$ cat src/rtl/sram_addr_pkg.sv
// rtl/sram_addr_pkg.sv - shared constants and pointer type for the SRAM circular-buffer address manager
package sram_addr_pkg;

  localparam int unsigned DEFAULT_ADDR_W = 18;
  // Pointer address field is sized for the widest supported build; unused upper bits stay zero.
  localparam int unsigned MAX_ADDR_W = 30;

  localparam int unsigned CAP_SINGLE_DEFAULT = 32'd1 << DEFAULT_ADDR_W;
  localparam int unsigned CAP_DUAL_DEFAULT   = 32'd1 << (DEFAULT_ADDR_W + 1);

  typedef struct packed {
    logic                  chip;
    logic [MAX_ADDR_W-1:0] address;
  } sram_ptr_t;

  function automatic int unsigned capacity_words(input int unsigned addr_w, input bit dual_chip);
    return dual_chip ? (32'd1 << (addr_w + 1)) : (32'd1 << addr_w);
  endfunction

endpackage

$ cat src/rtl/rise_detect.sv
// rtl/rise_detect.sv - rising-edge detector: registered previous level, one-cycle pulse out
module rise_detect (
  input  logic CLK_48MHZ,
  input  logic RESET,
  input  logic level,
  output logic rise
);

  logic level_prev;

  // Clearing history on reset makes a level already high at release count as one edge.
  always_ff @(posedge CLK_48MHZ) begin
    if (RESET) begin
      level_prev <= 1'b0;
    end else begin
      level_prev <= level;
    end
  end

  assign rise = level & ~level_prev;

endmodule

$ cat src/rtl/sram_address_manager.sv
// rtl/sram_address_manager.sv - SRAM circular-buffer read/write pointer and occupancy manager
// Define SRAM_DUAL_CHIP_EN for the two-chip build (pointer = {chip, address}).
module sram_address_manager
  import sram_addr_pkg::*;
#(
  parameter int unsigned ADDR_W    = DEFAULT_ADDR_W,
  parameter int unsigned AF_MARGIN = 16
) (
  input  logic              CLK_48MHZ,
  input  logic              RESET,
  input  logic              NEXT_WRITE,
  input  logic              NEXT_READ,
  input  logic              CLEAR,
  output logic [ADDR_W-1:0] WRITE_ADDRESS,
  output logic              WRITE_CHIP_SELECT,
  output logic [ADDR_W-1:0] READ_ADDRESS,
  output logic              READ_CHIP_SELECT,
  output logic [ADDR_W+1:0] WORD_COUNT,
  output logic              EMPTY,
  output logic              FULL,
  output logic              ALMOST_FULL,
  output logic              OVERFLOW
);

`ifdef SRAM_DUAL_CHIP_EN
  localparam bit DUAL = 1'b1;
`else
  localparam bit DUAL = 1'b0;
`endif

  localparam int unsigned CW        = ADDR_W + 2;
  localparam int unsigned CAP_WORDS = capacity_words(ADDR_W, DUAL);

  localparam logic [CW-1:0]         CAP       = CW'(CAP_WORDS);
  localparam logic [CW-1:0]         AF_LEVEL  = CW'(CAP_WORDS - AF_MARGIN);
  localparam logic [CW-1:0]         COUNT_ONE = CW'(1);
  localparam logic [MAX_ADDR_W-1:0] ADDR_MAX  = MAX_ADDR_W'((32'd1 << ADDR_W) - 32'd1);
  localparam logic [MAX_ADDR_W-1:0] ADDR_ONE  = MAX_ADDR_W'(1);

  sram_ptr_t     wr_ptr, wr_ptr_n;
  sram_ptr_t     rd_ptr, rd_ptr_n;
  logic [CW-1:0] count_q, count_n;
  logic          empty_q, full_q, af_q, ovf_q;
  logic          empty_n, full_n, af_n, ovf_n;
  logic          write_rise, read_rise;

  rise_detect u_write_rise (
    .CLK_48MHZ (CLK_48MHZ),
    .RESET     (RESET),
    .level     (NEXT_WRITE),
    .rise      (write_rise)
  );

  rise_detect u_read_rise (
    .CLK_48MHZ (CLK_48MHZ),
    .RESET     (RESET),
    .level     (NEXT_READ),
    .rise      (read_rise)
  );

  // Single-chip builds never toggle the chip bit, so it stays at its reset value of 0.
  function automatic sram_ptr_t ptr_inc(input sram_ptr_t p);
    sram_ptr_t n;
    n = p;
    if (p.address == ADDR_MAX) begin
      n.address = '0;
      n.chip    = DUAL ? ~p.chip : 1'b0;
    end else begin
      n.address = p.address + ADDR_ONE;
    end
    return n;
  endfunction

  always_comb begin
    wr_ptr_n = wr_ptr;
    rd_ptr_n = rd_ptr;
    count_n  = count_q;
    ovf_n    = ovf_q;

    if (CLEAR) begin
      wr_ptr_n = '0;
      rd_ptr_n = '0;
      count_n  = '0;
      ovf_n    = 1'b0;
    end else if (write_rise && full_q) begin
      // Overwrite the oldest word: the read pointer is dragged along.
      wr_ptr_n = ptr_inc(wr_ptr);
      rd_ptr_n = ptr_inc(rd_ptr);
      ovf_n    = 1'b1;
    end else if (write_rise && read_rise && !empty_q) begin
      wr_ptr_n = ptr_inc(wr_ptr);
      rd_ptr_n = ptr_inc(rd_ptr);
    end else if (write_rise) begin
      wr_ptr_n = ptr_inc(wr_ptr);
      count_n  = count_q + COUNT_ONE;
    end else if (read_rise && !empty_q) begin
      rd_ptr_n = ptr_inc(rd_ptr);
      count_n  = count_q - COUNT_ONE;
    end

    empty_n = (count_n == '0);
    full_n  = (count_n == CAP);
    af_n    = (count_n >= AF_LEVEL);
  end

  always_ff @(posedge CLK_48MHZ) begin
    if (RESET) begin
      wr_ptr  <= '0;
      rd_ptr  <= '0;
      count_q <= '0;
      empty_q <= 1'b1;
      full_q  <= 1'b0;
      af_q    <= 1'b0;
      ovf_q   <= 1'b0;
    end else begin
      wr_ptr  <= wr_ptr_n;
      rd_ptr  <= rd_ptr_n;
      count_q <= count_n;
      empty_q <= empty_n;
      full_q  <= full_n;
      af_q    <= af_n;
      ovf_q   <= ovf_n;
    end
  end

  assign WRITE_ADDRESS = wr_ptr.address[ADDR_W-1:0];
  assign READ_ADDRESS  = rd_ptr.address[ADDR_W-1:0];
  assign WORD_COUNT    = count_q;
  assign EMPTY         = empty_q;
  assign FULL          = full_q;
  assign ALMOST_FULL   = af_q;
  assign OVERFLOW      = ovf_q;

`ifdef SRAM_DUAL_CHIP_EN
  assign WRITE_CHIP_SELECT = wr_ptr.chip;
  assign READ_CHIP_SELECT  = rd_ptr.chip;
`else
  assign WRITE_CHIP_SELECT = 1'b0;
  assign READ_CHIP_SELECT  = 1'b0;
`endif

endmodule

$ cat config.mk
export PLATFORM = sky130hd
export DESIGN_NAME = sram_address_manager
export DESIGN_NICKNAME = d
export VERILOG_FILES = /design/src/rtl/sram_addr_pkg.sv /design/src/rtl/rise_detect.sv /design/src/rtl/sram_address_manager.sv
export SDC_FILE = /design/constraint.sdc
export NUM_CORES = 1
export LEC_CHECK = 0
export BUFFER_PORTS_ARGS = -buffer_cell sky130_fd_sc_hd__buf_2
export CORE_MARGIN = 3
export CORE_UTILIZATION = 50
export CTS_BUF_LIST = sky130_fd_sc_hd__clkbuf_8
export DETAILED_ROUTE_END_ITERATION = 12
export GPL_TIMING_DRIVEN = 0
export HOLD_SLACK_MARGIN = 0.08
export PLACE_DENSITY = 0.74
export SYNTH_ARGS = -nofsm -noshare
export SYNTH_HDL_FRONTEND = slang
export SYNTH_SLANG_ARGS = --single-unit
$ cat constraint.sdc
create_clock -name CLK_48MHZ -period 2.6 [get_ports CLK_48MHZ]
set_input_delay 0.52 -clock CLK_48MHZ [delete_from_list [all_inputs] [get_ports CLK_48MHZ]]
set_output_delay 0.52 -clock CLK_48MHZ [all_outputs]
set_load 0.1 [all_outputs]
==> metrics.txt, run 1 <==
status complete, but fails checks; violated checks negative setup slack; syn avg cell area a little over 8 um^2; Async SR Flop Fraction 0%; via density per instance 5.621; sequential share of the synthesized area a little over a third; met3 usage approximately 4.4%; Layout Nets just under 700; TritonRoute pass-1 iters 7; multi-input logic area ~2800 um^2; DRT Wirelength roughly 12,000 um; RSZ-0062 raised after global routing yes; initial antenna violation count 0; DRC 0; adder-cell area share of the yosys netlist between 1 and 1.5%; Mapped Area 4802 um^2; ANT nets after route 0; CTS tree yes; Die Y around 100 um; Total GRT Usage between 20% and 30%; GR Util met1 29.78%; largest family of logic cells by synthesized area simple AND/OR/NAND/NOR gates; global-route wire length before repair 19,850 um; proportion of synthesized area in mux cells under 10%; max cap viols 0; CP Class reg2reg; R2R Setup Slk -40 ps; number of flops mapped to enable cells by yosys 0; Layout Skew about 16 ps; hold_sp RESET; CTS HTree Levels 3; filler cell count between 800 and 900; Rel. slew slack 52.46%; number of synthesized register bits 86; WP data arrival around 3000 ps; Syn-to-layout area delta 20.06%; simple-gate share of the synthesized area 32.05%; clock slew at reported path FFs about 90 ps; clock buffer count from CTS 9; Synth Area in XOR/XNOR a little over a tenth; Placed Cells 781; vias in the first global route ~4,200; share of layout cells above drive strength 1 approximately 29%; DR WL/cell around 15 um; Final Wtd Congestion 0.9861; power per cell area ~490 nW/um^2; Worst VDD drop 415.8 uV; Peak Freq between 300 and 400 MHz; Period minus WS final roughly 2600 ps; I/O pins 67; worst-skew pair later-pin latency 370 ps; Crit Path Max Fanout 8; # setup viols final 1; Worst Setup SP WORD_COUNT[8]$_SDFF_PP0_; setup TNS -36.41 ps; synthesized instance count 587; transition time of the tightest slew-check pin roughly 700 ps; Most Used Layer, Global Route met2; final slew viol count 0; non-filler cells, final around 800; CTS max path bufs 2; initial core utilization approximately half; final hold vios 0; Most used DFF post-synth dfxtp_1; CTS root buf clkbuf_8; met2 Use GR between 30% and 40%; Die ar. between 10,000 and 15,000 um^2; Critical Path Start Type flip-flop; HP Class in2reg; die width approximately 100 um; Synthesis Warnings 0; FF-to-FF Start WORD_COUNT[8]$_SDFF_PP0_; initial detailed-routing violation count 229; pin count of the biggest net entering global routing 16; antenna cells 0; post-route setup slack -36.41 ps; count of cell types in the netlist 66; Sequential Area between 1500 and 2000 um^2; crit end category flip-flop; crit share post-route 101.4%; IO Port Bufs 64; Remaining Overflow, GRT 0; Final HPWL DP between 8000 and 9000 um; # clock sinks 86; Compound-Gate Fraction of Synth Area 9.797%; Core Region ~9300 um^2; CP required 2910 ps; DR vias between 4,000 and 5,000; FP Rows 35; leak pwr around 0.0022 uW
## cell usage after synthesis, types with 6 or more instances
library cell | number | area, um^2
a21oi_1 | 12 | 60.06
a31oi_1 | 6 | 37.54
and3_1 | 6 | 37.54
buf_4 | 38 | 285.3
clkbuf_1 | 17 | 63.81
dfxtp_1 | 86 | 1722
inv_1 | 13 | 48.80
nand2_1 | 29 | 108.9
nand3_1 | 29 | 145.1
nand4_1 | 22 | 137.6
nor2_1 | 111 | 416.7
nor2b_1 | 10 | 62.56
nor3_1 | 23 | 115.1
nor4_1 | 18 | 112.6
o21ai_0 | 6 | 30.03
or3_1 | 8 | 50.05
xnor2_1 | 27 | 236.5
xor2_1 | 33 | 289.0
## where the power goes
group	switching, uW	leakage [uW]	internal [uW]
clock network	499	0.0000919	445
registers	26.2	0.000705	1330
logic	385	0.00140	157
total	910	0.00220	1940
## routing by layer
metal | routed length [um] | vias up | share of wire [%]
li1 | - | 2182 | -
met1 | 5383 | 2119 | 45
met2 | 5415 | 180 | 45
met3 | 836 | 38 | 7.0
met4 | 371 | 0 | 3.1
met5 | 0 | - | 0
## what timing repair did
| item | CTS | global route |
|---|---|---|
| pin swaps | 5 | 12 |
| setup endpoints to repair | 27 | 27 |
| resized for setup | 19 | 25 |
| hold buffers | 0 | 0 |
| setup buffers | 2 | 7 |
## worst max-delay path, cell delays in order (launching register included)
cell and delay [ps]:
dfxtp_4 350, buf_6 130, or4_4 580, nor4_4 280
a32oi_1 130, xor2_1 210, or4_1 560, nor4_2 180
a31o_1 170
## state kept, by name, summed over array words and instances (netlist names)
signal,cells
ALMOST_FULL,1
EMPTY,1
FULL,1
OVERFLOW,1
READ_ADDRESS,18
WORD_COUNT,20
WRITE_ADDRESS,18
rd_ptr,12
u_read_rise.level_prev,1
u_write_rise.level_prev,1
wr_ptr,12
## stage by stage
stage	util [%]	instance area (um^2)	power, uW	hold WS, ps	setup slack [ps]
floorplan	-	4861	1771	456.1	0.02331
global placement	57.55	5343	1861	476.8	-687.8
detailed placement	57.55	5343	1867	473.5	-662.8
CTS	60.63	5629	2815	396.1	-27.95
global route	62.10	5766	2948	392.4	-134.4
finish	62.10	5766	2845	389.0	-36.41
## layout by cell type (no fill, tap or decap), drive strengths merged, types with 5 or more instances in the layout
| cell | synthesis | final |
|---|---|---|
| buf | 44 | 118 |
| a31oi | 7 | 7 |
| nor3 | 23 | 23 |
| o21a | 5 | 5 |
| nor2 | 111 | 111 |
| o21ai | 7 | 7 |
| xor2 | 33 | 33 |
| or3 | 9 | 9 |
| dfxtp | 86 | 86 |
| and3 | 6 | 6 |
| nand2 | 29 | 29 |
| a32oi | 5 | 5 |
| xnor2 | 27 | 27 |
| inv | 13 | 14 |
| nand3 | 29 | 29 |
| and2 | 5 | 5 |
| nand4 | 22 | 22 |
| a21oi | 12 | 12 |
| nor4 | 21 | 21 |
| and4 | 5 | 5 |
| nor2b | 10 | 10 |
| clkbuf | 17 | 24 |
## path summary, 6_finish.rpt
kind | endpoint | cells after the start
max reg2reg | ALMOST_FULL$_SDFF_PP0_ | 8
min reg2reg | OVERFLOW$_SDFFE_PP0P_ | 2
min | u_write_rise.level_prev$_SDFF_PP0_ | 2
max | ALMOST_FULL$_SDFF_PP0_ | 8
## cells by family (layout without fill, tap and decap cells)
logic type               Yosys count  after routing
AND/OR/NAND/NOR                  295            295
other                              1              2
multiplexers                       5              5
AO/OA/AOI/OAI                     62             62
flip-flops                        86             86
adder cells (fa/ha/maj)            4              4
buffers and inverters             74            161
XOR/XNOR                          60             60
## final cells by class
type / instances / share of cell area, %
Clock buffer: 9 / 2.148
Inverter: 13 / 0.8464
Buffer: 60 / 6.988
Multi-Input combinational cell: 428 / 48.61
Timing Repair Buffer: 73 / 6.727
Clock inverter: 6 / 1.237
Sequential cell: 86 / 30.64
Tap cell: 129 / 2.799
Note: power is estimated with default switching activity, not from simulation.
==> inputs of run 2 (changes only) <==
--- a/config.mk
+++ b/config.mk
@@ -8,11 +8,12 @@
 export BUFFER_PORTS_ARGS = -buffer_cell sky130_fd_sc_hd__buf_2
 export CORE_MARGIN = 3
 export CORE_UTILIZATION = 50
-export CTS_BUF_LIST = sky130_fd_sc_hd__clkbuf_8
+export CTS_CLUSTER_SIZE = 25
 export DETAILED_ROUTE_END_ITERATION = 12
 export GPL_TIMING_DRIVEN = 0
 export HOLD_SLACK_MARGIN = 0.08
 export PLACE_DENSITY = 0.74
+export RECOVER_POWER = 25
 export SYNTH_ARGS = -nofsm -noshare
 export SYNTH_HDL_FRONTEND = slang
 export SYNTH_SLANG_ARGS = --single-unit
==> metrics.txt, run 2 (synthesis results as in run 1) <==
ANT nets after route 0; die width 104 um; RSZ-0062 raised after global routing yes; CTS tree yes; status complete, but fails checks; global-route wire length before repair 19,850 um; TritonRoute pass-1 iters 7; power per cell area a little under 500 nW/um^2; Peak Freq 378.5 MHz; Total GRT Usage between 20 and 25%; final hold vios 0; max cap viols 0; post-layout util about three fifths; transition time of the tightest slew-check pin 1188 ps; via density per instance between 5 and 6; placed inst area 5343 um^2; post-layout instance area 5741 um^2; DR WL/cell about 15 um; leak pwr 0.002116 uW; initial core utilization around half; Rel. slew slack 21.15%; clock slew at reported path FFs roughly 90 ps; Worst VDD drop a little over 400 uV; Syn-to-layout area delta 19.54%; Die Y between 100 and 150 um; crit end category flip-flop; commonest cells after routing, fill and taps aside 110 x nor2_1, 68 x dfxtp_1, 47 x buf_2, 47 x buf_4, 33 x xor2_1; max FFs per register 20; # setup viols final 2; CP required between 2000 and 3000 ps; Final HPWL DP about 8700 um; crit share post-route 101.6%; CTS root buf clkbuf_8; worst-skew pair later-pin latency roughly 360 ps; Remaining Overflow, GRT 0; Final Wtd Congestion 0.9861; CP Class in2reg; Layout Skew 15.79 ps; hold buffer count at CTS 0; WP data arrival ~3000 ps; Layout Nets between 600 and 700; clock buffer count from CTS 9; final slew viol count 0; Period minus WS final 2642 ps; CTS HTree Levels 3; filler cell count between 800 and 900; initial detailed-routing violation count about 220; Tot Pwr roughly 2800 uW; post-route setup slack -41.76 ps; Sequential Area roughly 1800 um^2; violated checks negative setup slack; setup slack at placement -662.8 ps; most common cell after layout, fill and taps aside nor2_1; vias in the first global route around 4,200; IO Port Bufs 64; HP Class in2reg; share of layout cells above drive strength 1 26.07%; DRC 0; antenna cells 0; Crit Path Max Fanout 6; I/O pins 67; Core Region between 9000 and 10,000 um^2; multi-input logic area around 2800 um^2; CTS max path bufs 2; initial antenna violation count 0; DRT Wirelength ~12,000 um; pin count of the biggest net entering global routing 16; Die ar. around 11,000 um^2; Critical Path Start Type primary input; DR vias between 4,000 and 5,000; FP Rows 35; # clock sinks between 80 and 90
[run 2: cell count changes in the layout (fill, tap and decap cells not counted)]
cell	previous run	this run
buf_2	67	47
clkbuf_1	10	30
[run 2: worst paths after layout]
kind	startpoint	endpoint	slack [ps]	depth (start not counted)
max	NEXT_WRITE	ALMOST_FULL$_SDFF_PP0_	-40	9
min	RESET	u_write_rise.level_prev$_SDFF_PP0_	390	2
max reg2reg	WORD_COUNT[8]$_SDFF_PP0_	ALMOST_FULL$_SDFF_PP0_	-30	8
min reg2reg	OVERFLOW$_SDFFE_PP0P_	OVERFLOW$_SDFFE_PP0P_	500	2
[run 2: timing repair]
action                                  CTS  global route
endpoints found under the setup margin   27            27
setup buffers                             2             7
gates resized for setup                  19            25
pin swaps                                 5            12
endpoints found under the hold margin     0             0
[run 2: routing by layer]
metal,share of wire [%],vias up,track usage [%]
met5,0,-,0
met4,2.7,0,8.642
met3,6.7,33,4.407
met2,45,181,34.22
met1,45,2120,29.78
li1,-,2191,-
[run 2: critical path: stages]
cell	delay, ps
clkbuf_1	220
or3b_1	390
buf_6	150
nor4_4	360
a32oi_1	180
xor2_1	210
or4_1	560
nor4_2	180
a31o_1	170
[run 2: layout make-up]
type                       instances  area share (%)
multi-input combinational        428           48.82
buffer                            60           7.018
timing repair buffer              73           6.321
inverter                          13          0.8500
tap                              129           2.812
clock inverter                     6           1.242
sequential                        86           30.78
clock buffer                       9           2.158
[run 2: through the flow]
step / hold slack (ps) / setup TNS [ps] / std cells
floorplan: 456.1 / 0 / 588
global placement: 476.8 / -10090 / 781
detailed placement: 473.5 / -11300 / 781
CTS: 396.1 / -27.95 / 798
global route: 392.6 / -440.2 / 804
finish: 390.9 / -62.55 / 804
[run 2: power by group]
part	internal, uW	switching [uW]
Clock	445	499
Combinational	154	385
Sequential	1330	26.6
Total	1930	911
